$ cat src/rtl/ntt_pkg.sv
// Shared NTT datapath definitions: default modulus/width, Barrett constants, coefficient types.
// Used by the multiplier, the Barrett reducer and the butterfly stages.
// Pure declarations; no logic.
package ntt_pkg;

  localparam int NTT_W = 14;
  localparam int NTT_Q = 12289;

  // floor(2**(2k) / q), evaluated at elaboration time
  function automatic int unsigned barrett_mu(input int unsigned q, input int unsigned k);
    logic [63:0] num;
    num = 64'd1 << (2 * k);
    return 32'(num / 64'(q));
  endfunction

  localparam int K  = NTT_W;
  localparam int MU = int'(barrett_mu(NTT_Q, K));

  typedef logic [NTT_W-1:0]   coef_t;
  typedef logic [2*NTT_W-1:0] prod_t;

endpackage

$ cat src/rtl/mod_pipe_stage.sv
// En-gated pipeline register carrying a valid bit and a payload; async active-low clear.
// Latency 1 en-qualified edge.
// Holds valid and payload whenever en is low.
module mod_pipe_stage #(
  parameter int DW = 8
) (
  input  logic          clk,
  input  logic          rst_n,
  input  logic          en,
  input  logic          valid_d,
  input  logic [DW-1:0] data_d,
  output logic          valid_q,
  output logic [DW-1:0] data_q
);

  // Shift valid and payload together on every enabled edge; bubbles shift too
  always_ff @(posedge clk or negedge rst_n) begin
    if (!rst_n) begin
      valid_q <= 1'b0;
      data_q  <= '0;
    end else if (en) begin
      valid_q <= valid_d;
      data_q  <= data_d;
    end
  end

endmodule

$ cat src/rtl/mod_barrett_reduce.sv
// Barrett reduction of a 2W-bit product to x mod Q, with a sideband tag carried alongside.
// Latency 4 en-qualified edges (accepting edge counts as the first); throughput 1/cycle.
// Whole-pipe stall while valid_o & ~ready_i; ready_o = ~valid_o | ready_i. Optional MOD_BARRETT_RANGE_CHECK_EN adds sticky range_err_o.
module mod_barrett_reduce
  import ntt_pkg::*;
#(
  parameter int W     = NTT_W,
  parameter int Q     = NTT_Q,
  parameter int TAG_W = 8
) (
  input  logic             clk,
  input  logic             rst_n,
  input  logic             valid_i,
  output logic             ready_o,
  input  logic [2*W-1:0]   x_i,
  input  logic [TAG_W-1:0] tag_i,
  output logic             valid_o,
  input  logic             ready_i,
  output logic [W-1:0]     r_o,
  output logic [TAG_W-1:0] tag_o
`ifdef MOD_BARRETT_RANGE_CHECK_EN
  ,
  output logic             range_err_o
`endif
);

  // Widths: x is 2W, t = (x>>(W-1))*MU is 2W+2, qh is W+1.
  // The final difference is below 3Q < 2**(W+2), so x and p are only needed mod 2**(W+2).
  localparam int XW  = 2 * W;
  localparam int TW  = 2 * W + 2;
  localparam int QHW = W + 1;
  localparam int PW  = 2 * W + 1;
  localparam int DW  = W + 2;
  localparam int unsigned BMU = barrett_mu(Q, W);

  localparam int S1W = TAG_W + XW;
  localparam int S2W = TAG_W + DW + TW;
  localparam int S3W = TAG_W + 2 * DW;
  localparam int S4W = TAG_W + W;

  logic en;
  assign en      = ~valid_o | ready_i;
  assign ready_o = en;

  // Stage 1: register the raw product
  logic             s1_vld;
  logic [S1W-1:0]   s1_dat;
  logic [TAG_W-1:0] s1_tag;
  logic [XW-1:0]    s1_x;

  mod_pipe_stage #(.DW(S1W)) u_s1 (
    .clk(clk), .rst_n(rst_n), .en(en),
    .valid_d(valid_i), .data_d({tag_i, x_i}),
    .valid_q(s1_vld), .data_q(s1_dat)
  );
  assign {s1_tag, s1_x} = s1_dat;

  // Stage 2: quotient-estimate numerator t
  logic [TW-1:0]    s2_t_d;
  logic             s2_vld;
  logic [S2W-1:0]   s2_dat;
  logic [TAG_W-1:0] s2_tag;
  logic [DW-1:0]    s2_x;
  logic [TW-1:0]    s2_t;

  assign s2_t_d = TW'(s1_x >> (W - 1)) * TW'(BMU);

  mod_pipe_stage #(.DW(S2W)) u_s2 (
    .clk(clk), .rst_n(rst_n), .en(en),
    .valid_d(s1_vld), .data_d({s1_tag, s1_x[DW-1:0], s2_t_d}),
    .valid_q(s2_vld), .data_q(s2_dat)
  );
  assign {s2_tag, s2_x, s2_t} = s2_dat;

  // Stage 3: quotient estimate qh and its multiple p = qh*Q (low DW bits)
  logic [QHW-1:0]   s3_qh;
  logic [DW-1:0]    s3_p_d;
  logic             s3_vld;
  logic [S3W-1:0]   s3_dat;
  logic [TAG_W-1:0] s3_tag;
  logic [DW-1:0]    s3_x;
  logic [DW-1:0]    s3_p;

  assign s3_qh  = QHW'(s2_t >> (W + 1));
  assign s3_p_d = DW'(PW'(s3_qh) * PW'(Q));

  mod_pipe_stage #(.DW(S3W)) u_s3 (
    .clk(clk), .rst_n(rst_n), .en(en),
    .valid_d(s2_vld), .data_d({s2_tag, s2_x, s3_p_d}),
    .valid_q(s3_vld), .data_q(s3_dat)
  );
  assign {s3_tag, s3_x, s3_p} = s3_dat;

  // Stage 4: remainder estimate d < 3Q, corrected by at most two subtractions of Q
  logic [DW-1:0] d;
  logic [W-1:0]  r_d;

  // Final correction: d in [0,3Q) folded into [0,Q)
  always_comb begin
    d   = s3_x - s3_p;
    r_d = W'(d);
    if (d >= DW'(2 * Q)) begin
      r_d = W'(d - DW'(2 * Q));
    end else if (d >= DW'(Q)) begin
      r_d = W'(d - DW'(Q));
    end
  end

  mod_pipe_stage #(.DW(S4W)) u_s4 (
    .clk(clk), .rst_n(rst_n), .en(en),
    .valid_d(s3_vld), .data_d({s3_tag, r_d}),
    .valid_q(valid_o), .data_q({tag_o, r_o})
  );

`ifdef MOD_BARRETT_RANGE_CHECK_EN
  localparam logic [XW-1:0] X_MAX = XW'((Q - 1) * (Q - 1));

  // Sticky flag: any accepted product outside the legal (Q-1)**2 range
  always_ff @(posedge clk or negedge rst_n) begin
    if (!rst_n) begin
      range_err_o <= 1'b0;
    end else if (valid_i && en && (x_i > X_MAX)) begin
      range_err_o <= 1'b1;
    end
  end
`endif

endmodule

$ cat config.mk
export PLATFORM = sky130hd
export DESIGN_NAME = mod_barrett_reduce
export DESIGN_NICKNAME = d
export VERILOG_FILES = /design/src/rtl/ntt_pkg.sv /design/src/rtl/mod_pipe_stage.sv /design/src/rtl/mod_barrett_reduce.sv
export SDC_FILE = /design/constraint.sdc
export NUM_CORES = 1
export LEC_CHECK = 0
export CORE_UTILIZATION = 40
export CTS_CLUSTER_SIZE = 24
export DETAILED_ROUTE_END_ITERATION = 16
export GPL_TIMING_DRIVEN = 0
export PLACE_DENSITY = 0.6
export SYNTH_ARGS = -nofsm -noshare
export SYNTH_HDL_FRONTEND = slang
export SYNTH_HIERARCHICAL = 1
export SYNTH_SLANG_ARGS = --single-unit
export TNS_END_PERCENT = 50
$ cat constraint.sdc
create_clock -name clk -period 8.5 [get_ports clk]
set_clock_uncertainty 0.15 [all_clocks]
set_input_delay 2.125 -clock clk [delete_from_list [all_inputs] [get_ports clk]]
set_output_delay 2.125 -clock clk [all_outputs]
set_load 0.03 [all_outputs]
== After elaboration in Yosys (flattened, before gate mapping) ==
Cells that the tools add are included.
Word-level totals
  logic and storage cells: 19
  bits in registers: 156
Operators by class
  $lt $le $gt $ge: 2
  multipliers: 2
  multiplexer cells: 2
  bitwise operators: 2
  add/sub/neg operators: 3
Operators with widths (count)
  $mul A15 B15 Y30 const B: 1
  $mux W14: 2
  $sub A14 B14 Y14 const B: 2
  $ge A16 B14 Y1 const B: 1
  $ge A16 B15 Y1 const B: 1
  $mul A15 B14 Y16 const B: 1
  $sub A16 B16 Y16: 1
  $not A1 Y1: 1
  $or A1 B1 Y1: 1

== Logic depth before layout (Yosys ltp) ==
Gate-level depths: netlist of the first run.
  depth after elaboration: 4
  gate-level depth with buffers: 21
  depth with buffers taken out: 21

== Cells and area by module ==
Netlist of the first run, hierarchy kept.
Modules (own cells, without submodules)
  mod_barrett_reduce: instances 1, cells an instance 701, area an instance 6033.3 um^2
  mod_pipe_stage (u_s2): instances 1, cells an instance 116, area an instance 2294.7 um^2
  mod_pipe_stage (u_s3): instances 1, cells an instance 87, area an instance 1729.2 um^2
  mod_pipe_stage (u_s1): instances 1, cells an instance 78, area an instance 1526.5 um^2
  mod_pipe_stage (u_s4): instances 1, cells an instance 48, area an instance 857.1 um^2

== Least setup slack after synthesis of the first run ==
No wires, ideal clock.
  kind: reg2reg
  start point: register u_s1.data_q[14]
  end point: register u_s2.data_q[29]
  setup time: 125 ps
  arrival time: 5601 ps
  cell stages (with the launch flop): 21
  slack: 2624 ps
  clock period less this slack: 5876 ps
  data required time: 8225 ps
  cells stage by stage: dfrtp_1 ha_1 fa_1 inv_1 fa_1 inv_1 fa_1 fa_1 inv_1 fa_1 inv_1 ha_1 and4_1 a221o_1 a31o_2 a21oi_1 a31oi_1 a211o_1 a21oi_1 xnor2_1 mux2_4
Between the ends
  longest elaborated chain between the ends: 1
Ends and longest elaborated chain
  from (decl): line mod_pipe_stage.sv:13  | output logic [DW-1:0] data_q
  from (signal assigned): line mod_pipe_stage.sv:23  | data_q <= data_d;
  $mul A15 B15 Y30: line mod_barrett_reduce.sv:66  | assign s2_t_d = TW'(s1_x >> (W - 1)) * TW'(BMU);
  net s2_t_d[29]: line mod_barrett_reduce.sv:59  | logic [TW-1:0] s2_t_d;
  to (signal assigned): line mod_pipe_stage.sv:23
  to (decl): line mod_pipe_stage.sv:13
The timed path passes the listed nets, and every way through them passes these cells.
A chain may end at the register's enable or synchronous reset.

== Final worst setup path of the first run ==
Same ends and word-level chain as after synthesis.

==> flow_summary.json, run 1 <==
{
  "wl_per_cell_um": 15.4,
  "relSlewSlack_pct": 31.0,
  "overflow": 0,
  "avgSynthCellArea_um2": 12.0,
  "cap_violations": 0,
  "hold_depth": 1,
  "coreArea_um2": 28700,
  "cpPeakStageDelay_ps": 540,
  "area.growth.synth_to_final_pct": 15.0,
  "cts_hold_buf": 0,
  "reg2reg_from": "u_s1/data_q[14]",
  "final_hold_viol_count": 0,
  "firstDrtPassIters": 4,
  "grt_pass1_wl_um": 38500,
  "critPathCaptureType": "register",
  "crit_chain": "ha_1, fa_1, inv_1, fa_1, inv_1, fa_1, fa_1, inv_1, fa_1, inv_1, ha_1, and4_1, a221o_1, a31o_2, a21oi_1, a31oi_1, a211o_1, a21oi_1, xnor2_1, mux2_4",
  "cp_common_cell": "fa_1",
  "min_from": "u_s2/data_q[51]",
  "hold_ws_ps": 350,
  "drive_above_1_share_pct": 20.0,
  "htree_levels": 4,
  "finalWirelength_um": 22400,
  "gp_congestion": 0.849,
  "synth_area_um2": 11700,
  "die_height_um": 173,
  "min_to": "u_s3/data_q[37]",
  "ff_latch_area_um2": 3530,
  "nFillCells": 2636,
  "ios": 64,
  "crit_type": "reg -> reg",
  "numCtsBuffers": 17,
  "grt_use_total_pct": 16.1,
  "grt_max_degree": 82,
  "cts.clk_slew.worst_paths_ps": 70,
  "cts_resized": 0,
  "antenna_found_initial": 0,
  "finalMaxSlewViolations": 0,
  "netlist_instances": 974,
  "drc": 0,
  "drtIter0Drc": 333,
  "rows": 62,
  "multi_input_area_um2": 7260,
  "grt_pass1_vias": 7580,
  "setup_viol": 0,
  "ant_nets": 0,
  "initial_core_util_pct": 40.6,
  "reg2reg_slack_ps": 2170,
  "fin_nets": 1321,
  "r2r_end": "u_s2/data_q[29]",
  "yosysWarnings": 6,
  "root_buffer": "clkbuf_16",
  "cts_sinks": 141,
  "via_per_inst": 4.90,
  "utilization_pct": 46.7,
  "worst_pin_slew_ps": 1040,
  "clockBufferDepth": 2,
  "num_vias": 7128,
  "io_buffers": 63,
  "slowest_stage": "fa_1",
  "crit_path_start_kind": "register",
  "period_minus_slack_ps": 6330,
  "stdcell_count": 1455,
  "die_area_um2": 29800,
  "critPathArrivalTime_ps": 6500,
  "period_share_pct": 74.5,
  "rsz0062_at_grt": "false",
  "crit_start": "u_s1/data_q[14]",
  "dp_hpwl_um": 17600,
  "syn_nets": 1238,
  "fmax_ghz": 0.158,
  "worstPathRequired_ps": 8670,
  "status": "completed",
  "ff2ff_path_depth": 20,
  "die_x_um": 173,
  "cts_setup_buffers": 0,
  "cts_tree": "built",
  "clk_latency_ps": 440,
  "hold_path_class": "reg -> reg",
  "critical_path.max_fanout": 9,
  "place_inst": 1422
}
stage by stage:
step           setup WS, ps  area [µm²]  TNS, ps
2_1_floorplan          2620       11700        0
3_3_place_gp           -652       12800   -88940
3_5_place_dp           2130       12800        0
4_1_cts                2130       13400        0
5_1_grt                1820       13400        0
6_report               2170       13400        0
registers in the layout, summed over array words and instances, names as in the netlist:
name / count
u_s1/data_q: 36
u_s1/valid_q: 1
u_s2/data_q: 39
u_s2/valid_q: 1
u_s3/data_q: 40
u_s3/valid_q: 1
u_s4/data_q: 22
u_s4/valid_q: 1
critical path, delay by kind of cell, from the launching register on:
family / cells / cell delay, ps
XOR/XNOR: 1 / 130
flip-flops: 1 / 530
AO/OA/AOI/OAI: 6 / 1350
multiplexers: 1 / 270
buffers and inverters: 4 / 200
AND/OR/NAND/NOR: 1 / 250
adder cells (fa/ha/maj): 7 / 3330
area by class of cell:
class	count	share of cell area (%)
Multi-Input combinational cell	661	54.2
Timing Repair Buffer	64	4.92
Tap cell	384	3.58
Buffer	21	2.27
Clock buffer	19	3.38
Inverter	151	4.23
Sequential cell	141	26.3
Clock inverter	13	1.14
Antenna cell	1	0.0187
per-layer routing:
metal | part of all wire (%) | wire (µm) | track usage (%) | vias up
met5 | 0 | 0 | 0 | -
met4 | 1.2 | 277 | 4.28 | 0
met3 | 2.1 | 462 | 2.73 | 20
met2 | 47 | 10600 | 27.1 | 82
met1 | 49 | 11100 | 21.5 | 3470
li1 | - | - | - | 3556
worst max-delay path by stage:
stage | to | slack (ps) | depth (start not counted)
finish | u_s2/data_q[29] | 2170 | 20
CTS | u_s2/data_q[29] | 2130 | 20
floorplan | u_s2/data_q[29] | 2620 | 20
global route | u_s2/data_q[29] | 1820 | 21
global placement | u_s1/data_q[31] | -650 | 1
detailed placement | u_s2/data_q[29] | 2130 | 20
placed cells by master (no fill, tap or decap), types with 6 or more instances in the layout:
cell type and count:
xnor2_1 29, o21ai_0 23, mux2_2 34, o211ai_1 11, buf_6 7, nor2_1 38
a21oi_1 26, dfrtp_1 141, o21a_1 8, mux2_4 107, nor3_1 14, clkdlybuf4s50_1 62
a211oi_1 6, inv_1 151, nand2_1 17, fa_1 63, ha_1 161, a21o_1 10
nand3_1 6, xor2_1 12, buf_12 11, nor2b_1 8, clkbuf_16 17
Power of run 1 is not shown: default switching activity piles up to over one toggle a cycle in this logic, so the estimate is an artifact.
==> run 2: changes to the inputs <==
- clock period: 8.5 -> 5.9 ns (I/O delays scaled with it)
==> run 2 against run 1 <==
Hold slack hardly changed. Sequential share of layout area is 0.39 points lower. Utilization is 0.95 points higher. Worst setup slack worse by 2000 ps. Fmax is 11% higher. Count of clock-buffer cells in the layout stayed put. Global-route usage is 0.28 points higher. Non-clock buffer count is 12 higher. Cell count is 0.76% higher. Register-to-register slack worse by 2000 ps.
==> flow_summary.json, run 2 (same netlist as run 1, synthesis figures left out) <==
{
  "grt_max_degree": 82,
  "finalMaxSlewViolations": 0,
  "fmax_ghz": 0.175,
  "setup_viol": 0,
  "wl_per_cell_um": 15.7,
  "top_regs": "u_s3/data_q (40), u_s2/data_q (39), u_s1/data_q (36)",
  "coreArea_um2": 28700,
  "place_inst": 1422,
  "drive_above_1_share_pct": 24.0,
  "worst_pin_slew_ps": 1040,
  "worstPathRequired_ps": 6080,
  "fin_nets": 1333,
  "dp_slack_ps": -466,
  "crit_path_start_kind": "register",
  "critical_path.max_fanout": 7,
  "die_x_um": 173,
  "min_from": "u_s2/data_q[51]",
  "status": "completed",
  "area.growth.synth_to_final_pct": 17.3,
  "period_share_pct": 96.8,
  "htree_levels": 4,
  "insertedDiodeCount": 0,
  "crit_start": "u_s1/data_q[26]",
  "largest_reg_flops": 40,
  "cts.clk_slew.worst_paths_ps": 70,
  "root_buffer": "clkbuf_16",
  "finalWirelength_um": 23100,
  "rsz0062_at_grt": "true",
  "die_area_um2": 29800,
  "cts_tree": "built",
  "grt_pass1_vias": 7616,
  "numCtsBuffers": 17,
  "gp_congestion": 0.849,
  "grt_use_total_pct": 16.4,
  "die_height_um": 173,
  "reg2reg_from": "u_s1/data_q[26]",
  "period_minus_slack_ps": 5710,
  "hold_path_class": "reg -> reg",
  "critPathArrivalTime_ps": 5890,
  "initial_core_util_pct": 40.6,
  "cts_hold_buf": 0,
  "regMostFlops": "u_s3/data_q",
  "drtIter0Drc": 320,
  "antenna_found_initial": 0,
  "grt_pass1_wl_um": 39000,
  "io_buffers": 63,
  "drc": 0,
  "critPathCaptureType": "register",
  "num_vias": 7181,
  "relSlewSlack_pct": 30.7,
  "overflow": 0,
  "clockBufferDepth": 2,
  "final_common_cell": "ha_1",
  "rows": 62,
  "via_per_inst": 4.90,
  "firstDrtPassIters": 4,
  "dp_hpwl_um": 17600,
  "crit_type": "reg -> reg",
  "nFillCells": 2630,
  "setup_ws_ps": 187,
  "clk_latency_ps": 440,
  "ant_nets": 0,
  "stdcell_count": 1466,
  "final_hold_viol_count": 0,
  "cts_sinks": 141,
  "cap_violations": 0,
  "final_cell_mix": "152 x ha_1, 150 x inv_1, 126 x dfrtp_1",
  "ios": 64
}
==> run 2: metal layers <==
metal / up-vias / global-route usage [%] / share of wire, %
li1: 3571 / - / -
met1: 3502 / 21.8 / 49
met4: 0 / 4.28 / 1.2
met3: 22 / 2.73 / 2.2
met5: - / 0 / 0
met2: 86 / 27.7 / 48
==> run 2: cell type report <==
type | count | area (µm²) | share of cell area, %
clock buffer | 19 | 453 | 3.31
inverter | 151 | 567 | 4.14
timing repair buffer | 77 | 757 | 5.53
sequential | 141 | 3550 | 25.9
buffer | 20 | 300 | 2.19
tap | 384 | 480 | 3.51
multi-input combinational | 661 | 7430 | 54.3
clock inverter | 13 | 153 | 1.12
==> run 2: repair_timing <==
item                                    CTS  global route
pin swaps                                 4            14
buffers inserted                          6             7
endpoints found under the hold margin     0             0
gates resized for setup                  17            20
endpoints found under the setup margin    6             3
==> run 2: through the flow <==
stage,cell area [µm²],hold WS [ps],util (%),setup TNS [ps]
finish,13700,350,47.7,0
global route,13700,366,47.7,-45.3
CTS,13500,351,47.2,0
detailed placement,12800,341,44.6,-1160
global placement,12800,336,44.5,-364940
floorplan,11700,325,-,0
==> run 2: worst max-delay path: stages (launching register included) <==
cell	delay, ps
dfrtp_2	480
ha_1	320
ha_1	290
fa_1	530
fa_1	440
fa_1	540
inv_1	50
fa_1	520
inv_1	70
ha_4	260
a21oi_2	160
o21bai_1	80
a221o_1	330
a31o_4	230
a21oi_4	150
a31oi_4	120
a211o_1	320
a21oi_2	180
xnor2_2	90
mux2_4	260
==> run 2: path summary, 6_finish.rpt <==
kind / endpoint / slack [ps] / cells past startpoint
max in group asynchronous: u_s1/data_q[15] / 3890 / 2
min in group asynchronous: u_s1/data_q[10] / 880 / 1
max reg2reg: u_s2/data_q[29] / 190 / 19
max: u_s2/data_q[29] / 190 / 19
min reg2reg: u_s3/data_q[37] / 350 / 1
min: u_s3/data_q[37] / 350 / 1
Power of run 2 is left out for the same reason.
